## src/rtl/imem_fetch_unit_if.sv

```systemverilog
// imem_fetch_unit_if: CPU-side fetch handshake and instruction RAM port bundle.
interface imem_fetch_unit_if #(
    parameter int ADDR_W = 32,
    parameter int DATA_W = 32
);
    logic              cpu_req_i;
    logic [ADDR_W-1:0] cpu_addr_i;
    logic              cpu_gnt_o;
    logic              cpu_rvalid_o;
    logic              cpu_rready_i;
    logic [DATA_W-1:0] cpu_rdata_o;
    logic              cpu_err_o;
    logic              flush_i;
    logic              instr_req_o;
    logic              instr_gnt_i;
    logic [ADDR_W-1:0] instr_addr_o;
    logic              instr_rvalid_i;
    logic [DATA_W-1:0] instr_rdata_i;
    logic [6:0]        instr_rdata_intg_i;
    logic              instr_err_i;
    modport slave (
        input  cpu_req_i, cpu_addr_i, cpu_rready_i, flush_i, instr_gnt_i,
               instr_rvalid_i, instr_rdata_i, instr_rdata_intg_i, instr_err_i,
        output cpu_gnt_o, cpu_rvalid_o, cpu_rdata_o, cpu_err_o, instr_req_o, instr_addr_o
    );
    modport master (
        output cpu_req_i, cpu_addr_i, cpu_rready_i, flush_i, instr_gnt_i,
               instr_rvalid_i, instr_rdata_i, instr_rdata_intg_i, instr_err_i,
        input  cpu_gnt_o, cpu_rvalid_o, cpu_rdata_o, cpu_err_o, instr_req_o, instr_addr_o
    );
endinterface

```

## src/rtl/imem_fetch_unit.sv

```systemverilog
// imem_fetch_unit: registered req/gnt/rvalid instruction fetch with outstanding tracking,
// response FIFO and flush-driven discard of stale responses.
module imem_fetch_unit #(
    parameter int ADDR_W          = 32,
    parameter int DATA_W          = 32,
    parameter int MAX_OUTSTANDING = 2,
    parameter int FIFO_DEPTH      = 2
) (
    input logic clk_i,
    input logic rst_i,
    imem_fetch_unit_if.slave bus
);
    localparam int CW = $clog2(MAX_OUTSTANDING + 1);
    localparam int FW = $clog2(FIFO_DEPTH + 1);
    localparam int PW = FIFO_DEPTH > 1 ? $clog2(FIFO_DEPTH) : 1;
    localparam int SW = (CW > FW ? CW : FW) + 2;
    typedef enum logic {IDLE, REQ} state_t;
    state_t state, state_n;
    logic [ADDR_W-1:0] addr_q;
    logic [CW-1:0] outstanding, outstanding_n, discard, discard_n;
    logic pend_disc, pend_disc_n;
    logic [FW-1:0] count;
    logic [PW-1:0] rd_ptr, wr_ptr;
    logic [DATA_W:0] mem [FIFO_DEPTH];
    logic gnt_fire, gnt_to_disc, gnt_to_out, rv_disc, rv_push, push, pop, credit_ok, accept;
    logic [SW-1:0] ram_need, fifo_need;
    logic unused_intg;
    assign unused_intg = ^bus.instr_rdata_intg_i;
    always_comb begin
        gnt_fire      = state == REQ && bus.instr_gnt_i;
        // a grant for a request issued before a flush carries stale data
        gnt_to_disc   = gnt_fire && (pend_disc || bus.flush_i);
        gnt_to_out    = gnt_fire && !gnt_to_disc;
        rv_disc       = bus.instr_rvalid_i && discard != '0;
        rv_push       = bus.instr_rvalid_i && discard == '0 && outstanding != '0;
        // discards still occupy the RAM, so they count against the in-flight limit
        ram_need      = SW'(outstanding) + SW'(discard) + SW'(gnt_fire);
        fifo_need     = SW'(outstanding) + SW'(count) + SW'(gnt_to_out);
        credit_ok     = ram_need < SW'(MAX_OUTSTANDING) && fifo_need < SW'(FIFO_DEPTH);
        accept        = bus.cpu_req_i && !bus.flush_i && (state == IDLE || gnt_fire) && credit_ok;
        push          = rv_push && !bus.flush_i;
        pop           = count != '0 && bus.cpu_rready_i && !bus.flush_i;
        state_n       = accept ? REQ : gnt_fire ? IDLE : state;
        pend_disc_n   = state_n == REQ && !accept && (pend_disc || bus.flush_i);
        outstanding_n = bus.flush_i ? '0 : outstanding + CW'(gnt_to_out) - CW'(rv_push);
        discard_n     = bus.flush_i
                      ? discard + outstanding + CW'(gnt_fire) - CW'(rv_disc) - CW'(rv_push)
                      : discard + CW'(gnt_to_disc) - CW'(rv_disc);
    end
    assign bus.cpu_gnt_o    = accept;
    assign bus.instr_req_o  = state == REQ;
    assign bus.instr_addr_o = addr_q;
    assign bus.cpu_rvalid_o = count != '0;
    assign bus.cpu_rdata_o  = count != '0 ? mem[rd_ptr][DATA_W-1:0] : '0;
    assign bus.cpu_err_o    = count != '0 && mem[rd_ptr][DATA_W];
    always_ff @(posedge clk_i) begin
        if (rst_i) begin
            state       <= IDLE;
            addr_q      <= '0;
            outstanding <= '0;
            discard     <= '0;
            pend_disc   <= 1'b0;
            count       <= '0;
            rd_ptr      <= '0;
            wr_ptr      <= '0;
        end else begin
            state       <= state_n;
            outstanding <= outstanding_n;
            discard     <= discard_n;
            pend_disc   <= pend_disc_n;
            if (accept) addr_q <= {bus.cpu_addr_i[ADDR_W-1:2], 2'b00};
            if (bus.flush_i) begin
                count  <= '0;
                rd_ptr <= '0;
                wr_ptr <= '0;
            end else begin
                count <= count + FW'(push) - FW'(pop);
                if (push) wr_ptr <= wr_ptr == PW'(FIFO_DEPTH - 1) ? '0 : wr_ptr + 1'b1;
                if (pop) rd_ptr <= rd_ptr == PW'(FIFO_DEPTH - 1) ? '0 : rd_ptr + 1'b1;
            end
        end
    end
    always_ff @(posedge clk_i) begin
        if (push) mem[wr_ptr] <= {bus.instr_err_i, bus.instr_rdata_i};
    end
endmodule

```

## src/flat_wrapper.sv

```systemverilog
// flat-port wrapper written by rule: the top's interface ports become plain ports
module imem_fetch_unit_flat 
#(
    parameter int ADDR_W          = 32,
    parameter int DATA_W          = 32,
    parameter int MAX_OUTSTANDING = 2,
    parameter int FIFO_DEPTH      = 2
)
  (clk_i, rst_i, bus_cpu_req_i, bus_cpu_addr_i, bus_cpu_rready_i, bus_flush_i, bus_instr_gnt_i, bus_instr_rvalid_i, bus_instr_rdata_i, bus_instr_rdata_intg_i, bus_instr_err_i, bus_cpu_gnt_o, bus_cpu_rvalid_o, bus_cpu_rdata_o, bus_cpu_err_o, bus_instr_req_o, bus_instr_addr_o);
  imem_fetch_unit_if #(.ADDR_W(ADDR_W), .DATA_W(DATA_W)) bus_i ();
  input logic clk_i;
  input logic rst_i;
  input wire logic [$bits(bus_i.cpu_req_i)-1:0] bus_cpu_req_i;
  input wire logic [$bits(bus_i.cpu_addr_i)-1:0] bus_cpu_addr_i;
  input wire logic [$bits(bus_i.cpu_rready_i)-1:0] bus_cpu_rready_i;
  input wire logic [$bits(bus_i.flush_i)-1:0] bus_flush_i;
  input wire logic [$bits(bus_i.instr_gnt_i)-1:0] bus_instr_gnt_i;
  input wire logic [$bits(bus_i.instr_rvalid_i)-1:0] bus_instr_rvalid_i;
  input wire logic [$bits(bus_i.instr_rdata_i)-1:0] bus_instr_rdata_i;
  input wire logic [$bits(bus_i.instr_rdata_intg_i)-1:0] bus_instr_rdata_intg_i;
  input wire logic [$bits(bus_i.instr_err_i)-1:0] bus_instr_err_i;
  output wire logic [$bits(bus_i.cpu_gnt_o)-1:0] bus_cpu_gnt_o;
  output wire logic [$bits(bus_i.cpu_rvalid_o)-1:0] bus_cpu_rvalid_o;
  output wire logic [$bits(bus_i.cpu_rdata_o)-1:0] bus_cpu_rdata_o;
  output wire logic [$bits(bus_i.cpu_err_o)-1:0] bus_cpu_err_o;
  output wire logic [$bits(bus_i.instr_req_o)-1:0] bus_instr_req_o;
  output wire logic [$bits(bus_i.instr_addr_o)-1:0] bus_instr_addr_o;
  assign bus_i.cpu_req_i = bus_cpu_req_i;
  assign bus_i.cpu_addr_i = bus_cpu_addr_i;
  assign bus_i.cpu_rready_i = bus_cpu_rready_i;
  assign bus_i.flush_i = bus_flush_i;
  assign bus_i.instr_gnt_i = bus_instr_gnt_i;
  assign bus_i.instr_rvalid_i = bus_instr_rvalid_i;
  assign bus_i.instr_rdata_i = bus_instr_rdata_i;
  assign bus_i.instr_rdata_intg_i = bus_instr_rdata_intg_i;
  assign bus_i.instr_err_i = bus_instr_err_i;
  assign bus_cpu_gnt_o = bus_i.cpu_gnt_o;
  assign bus_cpu_rvalid_o = bus_i.cpu_rvalid_o;
  assign bus_cpu_rdata_o = bus_i.cpu_rdata_o;
  assign bus_cpu_err_o = bus_i.cpu_err_o;
  assign bus_instr_req_o = bus_i.instr_req_o;
  assign bus_instr_addr_o = bus_i.instr_addr_o;
  imem_fetch_unit #(.ADDR_W(ADDR_W), .DATA_W(DATA_W), .MAX_OUTSTANDING(MAX_OUTSTANDING), .FIFO_DEPTH(FIFO_DEPTH)) u_core (.clk_i(clk_i), .rst_i(rst_i), .bus(bus_i));
endmodule
```

## config.mk

```make
export PLATFORM = sky130hd
export DESIGN_NAME = imem_fetch_unit_flat
export DESIGN_NICKNAME = d
export VERILOG_FILES = /design/src/rtl/imem_fetch_unit_if.sv /design/src/rtl/imem_fetch_unit.sv /design/src/flat_wrapper.sv
export SDC_FILE = /design/constraint.sdc
export NUM_CORES = 1
export LEC_CHECK = 0
export CAP_MARGIN = 40
export CORE_AREA = 3 3 114 116
export DETAILED_ROUTE_END_ITERATION = 8
export DIE_AREA = 0 0 117 119
export MAX_ROUTING_LAYER = met4
export PLACE_DENSITY = 0.79
export SLEW_MARGIN = 10
export SYNTH_ARGS = -nofsm -noshare
export SYNTH_HDL_FRONTEND = slang
export SYNTH_SLANG_ARGS = --single-unit
```

## constraint.sdc

```tcl
create_clock -name clk_i -period 6.1 [get_ports clk_i]
set_input_delay 0.61 -clock clk_i [delete_from_list [all_inputs] [get_ports clk_i]]
set_output_delay 0.61 -clock clk_i [all_outputs]
set_load 0.005 [all_outputs]
```

==> run metrics <==
status=finished clean; GR Overflow Total=0; CP Data Required Time=5.49 ns; critical path, cell by cell=clkdlybuf4s50_1 -> nor4b_2 -> ha_1 -> nor4b_2 -> o2111ai_1 -> a311o_2 -> inv_4 -> clkdlybuf4s50_1; Startpoint Class=input pin; Clock Tree Root=clkbuf_16; fmax=222.5 MHz; worst hold margin=0.4726 ns; clk_lat worst skew=0.34 ns; Yosys cell types=31; DRT Wirelength=9593 µm; hold crit path type=reg -> reg; DR pass1 iterations=4; WL per Instance=15.01 µm; Initial Util=38.92%; P&R area growth vs syn=36.75%; Antenna Cells=0; nets=581; Cells after Synth=357; final setup fails=0; num rows=40; Setup CP Type=in -> out; chip height=119 µm; IO buf count=135; ys flop type=edfxtp_1; CTS buffer count=9; H-tree depth=3; share of cells above drive strength 1=5.285%; clock skew=0.005952 ns; CTS hold repair buffers=0; Worst Path Max Fanout=31; worst flop-to-flop path startpoint=u_core.outstanding[1]; largest net degree at the start of global routing=72; R2R Setup Slk=2.86 ns; FF-to-FF path depth=10; Vias=2,989; Final Hold Fails=0; initial antenna violation count=0; Vias/cell=4.678; slowest stage delay, CP=0.75 ns; I/O pins=147; register area share after synthesis=59.96%; core area=0.01201 mm²; dpl cells=623; clk slew on worst S/H paths=0.07 ns; max_slew headroom=55.35%; CTS max path bufs=2; Hold Crit Depth=2; hold_sp=u_core.bus.instr_addr_o[12]; crit end category=output port; die area=0.01392 mm²; post-route ant nets=0; dpl hpwl=6661 µm; Starting DRT DRC Count=208; Pins Over Slew Limit=0; first-pass GRT wire length=14,900 µm; EDFF count, synth=66; filler cell count=1,007; Async SR Flop Fraction=0%; R2R Path End=u_core.discard[1]; vias in the first global route=3,129; Mean Syn Cell Area=13.09 µm²; Yosys reg bits=107; YS warnings=0; Resized cells post-CTS=0; Synth Cell Area=0.004674 mm²; Setup Buffers After CTS=0; Power per Cell Area=245.1 mW/mm²; chip width=117 µm; drt drc=0; Leak=2.232 nW; data arrival time of the worst path=3.88 ns; RSZ-0062 raised after global routing=false; highest ir drop seen on vdd=0.0001156 V; CTS tree=yes; slowest CP cell=clkdlybuf4s50_1; fin crit period=4.493 ns; max cap viols=0; setup TNS=0 ns; area of the multi-input gates=0.001685 mm²; clock sinks=107; total track usage=14.14%; Sequential cell area=0.002804 mm²; crit share post-route=73.66%; Slew @ Worst Pin=0.6676 ns; Non-Filler Instances=639; global placer's final weighted congestion=0.7632; Hold Path End=u_core.bus.instr_addr_o[12]
==> sequential cells by signal (all words and copies together), names as in the netlist, named ones only <==
name	cells
u_core.wr_ptr	1
u_core.rd_ptr	1
u_core.mem	66
u_core.pend_disc	1
u_core.bus.instr_req_o	1
u_core.count	2
u_core.discard	2
u_core.outstanding	2
u_core.bus.instr_addr_o	30
==> how the worst max path moves through the flow <==
stage	startpoint	end	slack, ns	depth (start not counted)
2_1_floorplan	bus_flush_i	u_core.mem[0][0]	2.37	3
3_3_place_gp	bus_flush_i	bus_cpu_gnt_o	1.67	8
3_5_place_dp	bus_flush_i	bus_cpu_gnt_o	1.59	8
4_1_cts	bus_flush_i	bus_cpu_gnt_o	1.58	8
5_1_grt	bus_flush_i	bus_cpu_gnt_o	1.36	8
6_report	bus_flush_i	bus_cpu_gnt_o	1.61	8
==> final cells by class <==
| type | count | share of cell area [%] |
|---|---|---|
| flip-flops and latches | 107 | 43.86 |
| multi-input cells | 217 | 26.37 |
| clock inverters | 5 | 0.5872 |
| clock buffers | 11 | 3.641 |
| inverters | 12 | 0.7438 |
| repair buffers | 140 | 21.92 |
| well taps | 147 | 2.877 |
==> synthesized netlist by cell type, types with 2 or more instances <==
| master | instances | area [µm²] |
|---|---|---|
| xnor2_1 | 4 | 35.03 |
| clkbuf_1 | 13 | 48.80 |
| ha_1 | 10 | 125.1 |
| nor4b_2 | 2 | 30.03 |
| buf_12 | 3 | 60.06 |
| buf_2 | 3 | 15.01 |
| nand2b_1 | 61 | 381.6 |
| nand2_1 | 2 | 7.510 |
| buf_4 | 2 | 15.01 |
| edfxtp_1 | 66 | 1982 |
| xor2_1 | 5 | 43.79 |
| nor2_1 | 41 | 153.9 |
| nor3b_1 | 2 | 15.01 |
| fa_1 | 5 | 100.1 |
| dfxtp_1 | 41 | 820.8 |
| mux2i_1 | 65 | 650.6 |
| nor3_1 | 8 | 40.04 |
| inv_1 | 11 | 41.29 |
==> metrics by stage <==
stage / total power (W) / util, % / setup slack (ns) / cell area, µm²
floorplan: 0.0009485 / - / 2.371 / 4678
global placement: 0.001036 / 50.80 / 1.671 / 6102
detailed placement: 0.001048 / 50.97 / 1.592 / 6122
CTS: 0.001590 / 53.22 / 1.583 / 6392
global route: 0.001643 / 53.22 / 1.362 / 6392
finish: 0.001567 / 53.22 / 1.607 / 6392
==> cells by family after synthesis <==
group	Yosys count	share of synthesized area [%]
and+or+nand+nor	120	13.97
DFF	107	59.96
muxes	65	13.92
buffers and inverters	34	4.229
adders and majority gates	15	4.818
xor gates and xnor gates	10	2.168
AOI/OAI and AO/OA	5	0.8566
other	1	0.08022
==> power breakdown <==
part | internal (W) | leakage [nW] | switching, W
logic | 0.000132 | 1.18 | 0.0000890
clock network | 0.000279 | 0.126 | 0.000258
registers | 0.000792 | 0.928 | 0.0000172
==> cells in the final DEF, fill, tap and decap left out, types with 4 or more instances in the layout <==
cell	Yosys	final
buf_4	2	4
clkbuf_16	0	9
clkdlybuf4s50_1	0	135
dfxtp_1	41	40
edfxtp_1	66	66
fa_1	5	5
ha_1	10	10
inv_1	11	11
mux2i_1	65	65
nand2b_1	61	61
nor2_1	41	40
nor3_1	8	7
xnor2_1	4	4
xor2_1	5	5
==> worst max-delay path, delay by kind of cell <==
| family | cells | cell delay (ns) |
|---|---|---|
| buffers and inverters | 3 | 1.74 |
| and+or+nand+nor | 2 | 0.71 |
| AOI/OAI and AO/OA | 2 | 0.49 |
| adders and majority gates | 1 | 0.31 |
==> layer usage <==
metal,vias to the layer above,GRT usage (%),share of wire [%]
met1,1368,16.85,44
met3,9,5.640,10
met2,132,21.37,44
li1,1480,-,-
met5,-,-,0
met4,0,5.591,1.6
Power figures use the tool's default switching activity.
==> edit (config.mk and constraints unchanged) <==
`DATA_W` is set to 32 in 3 places; all go to 16.
--- a/src/rtl/imem_fetch_unit_if.sv
+++ b/src/rtl/imem_fetch_unit_if.sv
@@ -1,7 +1,7 @@
 // imem_fetch_unit_if: CPU-side fetch handshake and instruction RAM port bundle.
 interface imem_fetch_unit_if #(
     parameter int ADDR_W = 32,
-    parameter int DATA_W = 32
+    parameter int DATA_W = 16
 );
     logic              cpu_req_i;
     logic [ADDR_W-1:0] cpu_addr_i;
--- a/src/rtl/imem_fetch_unit.sv
+++ b/src/rtl/imem_fetch_unit.sv
@@ -2,7 +2,7 @@
 // response FIFO and flush-driven discard of stale responses.
 module imem_fetch_unit #(
     parameter int ADDR_W          = 32,
-    parameter int DATA_W          = 32,
+    parameter int DATA_W          = 16,
     parameter int MAX_OUTSTANDING = 2,
     parameter int FIFO_DEPTH      = 2
 ) (
--- a/src/flat_wrapper.sv
+++ b/src/flat_wrapper.sv
@@ -2,7 +2,7 @@
 module imem_fetch_unit_flat 
 #(
     parameter int ADDR_W          = 32,
-    parameter int DATA_W          = 32,
+    parameter int DATA_W          = 16,
     parameter int MAX_OUTSTANDING = 2,
     parameter int FIFO_DEPTH      = 2
 )
Interface: changed (resized bus_cpu_rdata_o and bus_instr_rdata_i); port bits go from 147 to 115. The function was not compared with the original's and may differ.
==> edit against the unedited design <==
Total power down 9.8%; non-clock buffer count down 33; area after synthesis down 26%; design area down 23%; wire length down 23%; sequential cell count down 32; cell count down 15%; critical path type unchanged; worst hold slack worse by 0.0012 ns; clock skew down 0.0019 ns; worst setup slack better by 0.15 ns; register-to-register slack worse by 0.03 ns.
==> edit: results (changes against the unedited design) <==
status=finished clean; WL/cell=13.5 um (-10%); combinational group power=0.242 mW (+9.5%); post-synthesis cell type count=31 (unchanged); maximum VDD drop=0.102 mV (-12%); largest net degree at the start of global routing=72 (unchanged); bufs w/o clock=107 (-24%); internal cell power=1.10 mW (-8.9%); Post-Place Cells=528 (-15%); multi-input gate share of total cell area=0.298 (+0.0344); hold slack final=0.471 ns (-0.00124 ns); Avg Inst Size Synth=11.9 sq um (-9.3%); layout cells sized above 1=0.0554 (+0.00257); Clock transition at path regs=0.05 ns (-0.02 ns); number of global-route vias before repair=2464 (-21%); Seq power=0.575 mW (-29%); Final Non-Filler Cells=544 (-15%); buffering overhead=0.217 (-0.00199); dominant cells by area after synthesis=edfxtp_1, dfxtp_1, mux2i_1; met2 global-route usage=0.162 (-0.0519); max_slew headroom=0.392 (-0.162); met3 Use GR=0.0422 (-0.0142); max FFs per register=34 (-48%); commonest cells in the netlist=nand2b_1, mux2i_1, dfxtp_1; Clock-cell share=0.0674 (+0.0252); Tcrit/Tclk final=0.712 (-0.0243); # fillers=1130 (+12%); critical path arrival=3.74 ns (-0.14 ns); # port buffers=103 (-24%); crit path capture=bus_cpu_gnt_o; Place WS=1.71 ns (+0.119 ns); leak pwr=1.82 nW (-18%); sequential cell area=1840 sq um (-34%); RePlAce Congestion=0.820 (+7.5%); Synth Register Bits=75 (-30%); EDFF count, synth=34 (-48%); met1 Track Usage GR=0.126 (-0.0426); clock skew=0.00409 ns (-0.00186 ns); Synth warnings=0 (unchanged); Register-to-Register Setup Slack=2.83 ns (-0.03 ns); placement-stage cell area=4620 sq um (-25%); Net count, final=470 (-19%); Initial DRC Count=85 (-59%); sequential fraction of the synthesis area=0.533 (-0.0668); GR Util All Layers=0.109 (-0.0321); hpwl dp=5.27 mm (-21%); post-route cell area=4950 sq um (-23%); power per cell area=285 nW/um^2 (+16%); first-pass GRT wire length=11.4 mm (-23%); Largest Register=u_core.mem; Non-clk invs=11 (-1); ys flop type=dfxtp_1; DR vias/cell=4.37 (-6.6%); multi-input gate count=188 (-13%)
==> edit: changes by cell type after synthesis, moves of 2 or more <==
cell      delta
nor2_1      -13
buf_12       -3
buf_6        +3
xnor2_1      -2
mux2i_1     -16
nor4b_2      -2
edfxtp_1    -32
buf_2        -2
clkbuf_1     -2
==> edit: kinds of logic (layout without fill, tap and decap cells) <==
logic type | Yosys count | after routing | share of synthesized area
and+or+nand+nor | 107 | 107 | 0.176
DFF | 75 | 75 | 0.533
muxes | 49 | 49 | 0.142
buffers and inverters | 29 | 134 | 0.0427
adders and majority gates | 15 | 15 | 0.0651
xor gates and xnor gates | 9 | 9 | 0.0268
AOI/OAI and AO/OA | 6 | 6 | 0.0138
other | 1 | 2 | 0.00108
==> edit: worst min path at each step <==
stage | startpoint | to | cells past startpoint
2_1_floorplan | u_core.bus.instr_addr_o[10] | u_core.bus.instr_addr_o[10] | 2
3_3_place_gp | u_core.bus.instr_addr_o[31] | u_core.bus.instr_addr_o[31] | 2
3_5_place_dp | u_core.bus.instr_addr_o[3] | u_core.bus.instr_addr_o[3] | 2
4_1_cts | u_core.bus.instr_addr_o[10] | u_core.bus.instr_addr_o[10] | 2
5_1_grt | u_core.bus.instr_addr_o[8] | u_core.bus.instr_addr_o[8] | 2
6_report | u_core.bus.instr_addr_o[10] | u_core.bus.instr_addr_o[10] | 2
==> edit: worst register-to-register path: stages (launching register included) <==
cell	delay (ns)
dfxtp_1	0.41
o211ai_1	0.41
inv_1	0.16
fa_1	0.51
fa_1	0.49
inv_1	0.05
fa_1	0.35
xnor3_1	0.35
mux2i_1	0.19
xor2_1	0.17
nor2_1	0.05
==> edit: routing by layer <==
metal,vias up,wire length (um)
li1,1175,-
met1,1086,3320
met2,100,3210
met3,15,628
met4,0,178
met5,-,0
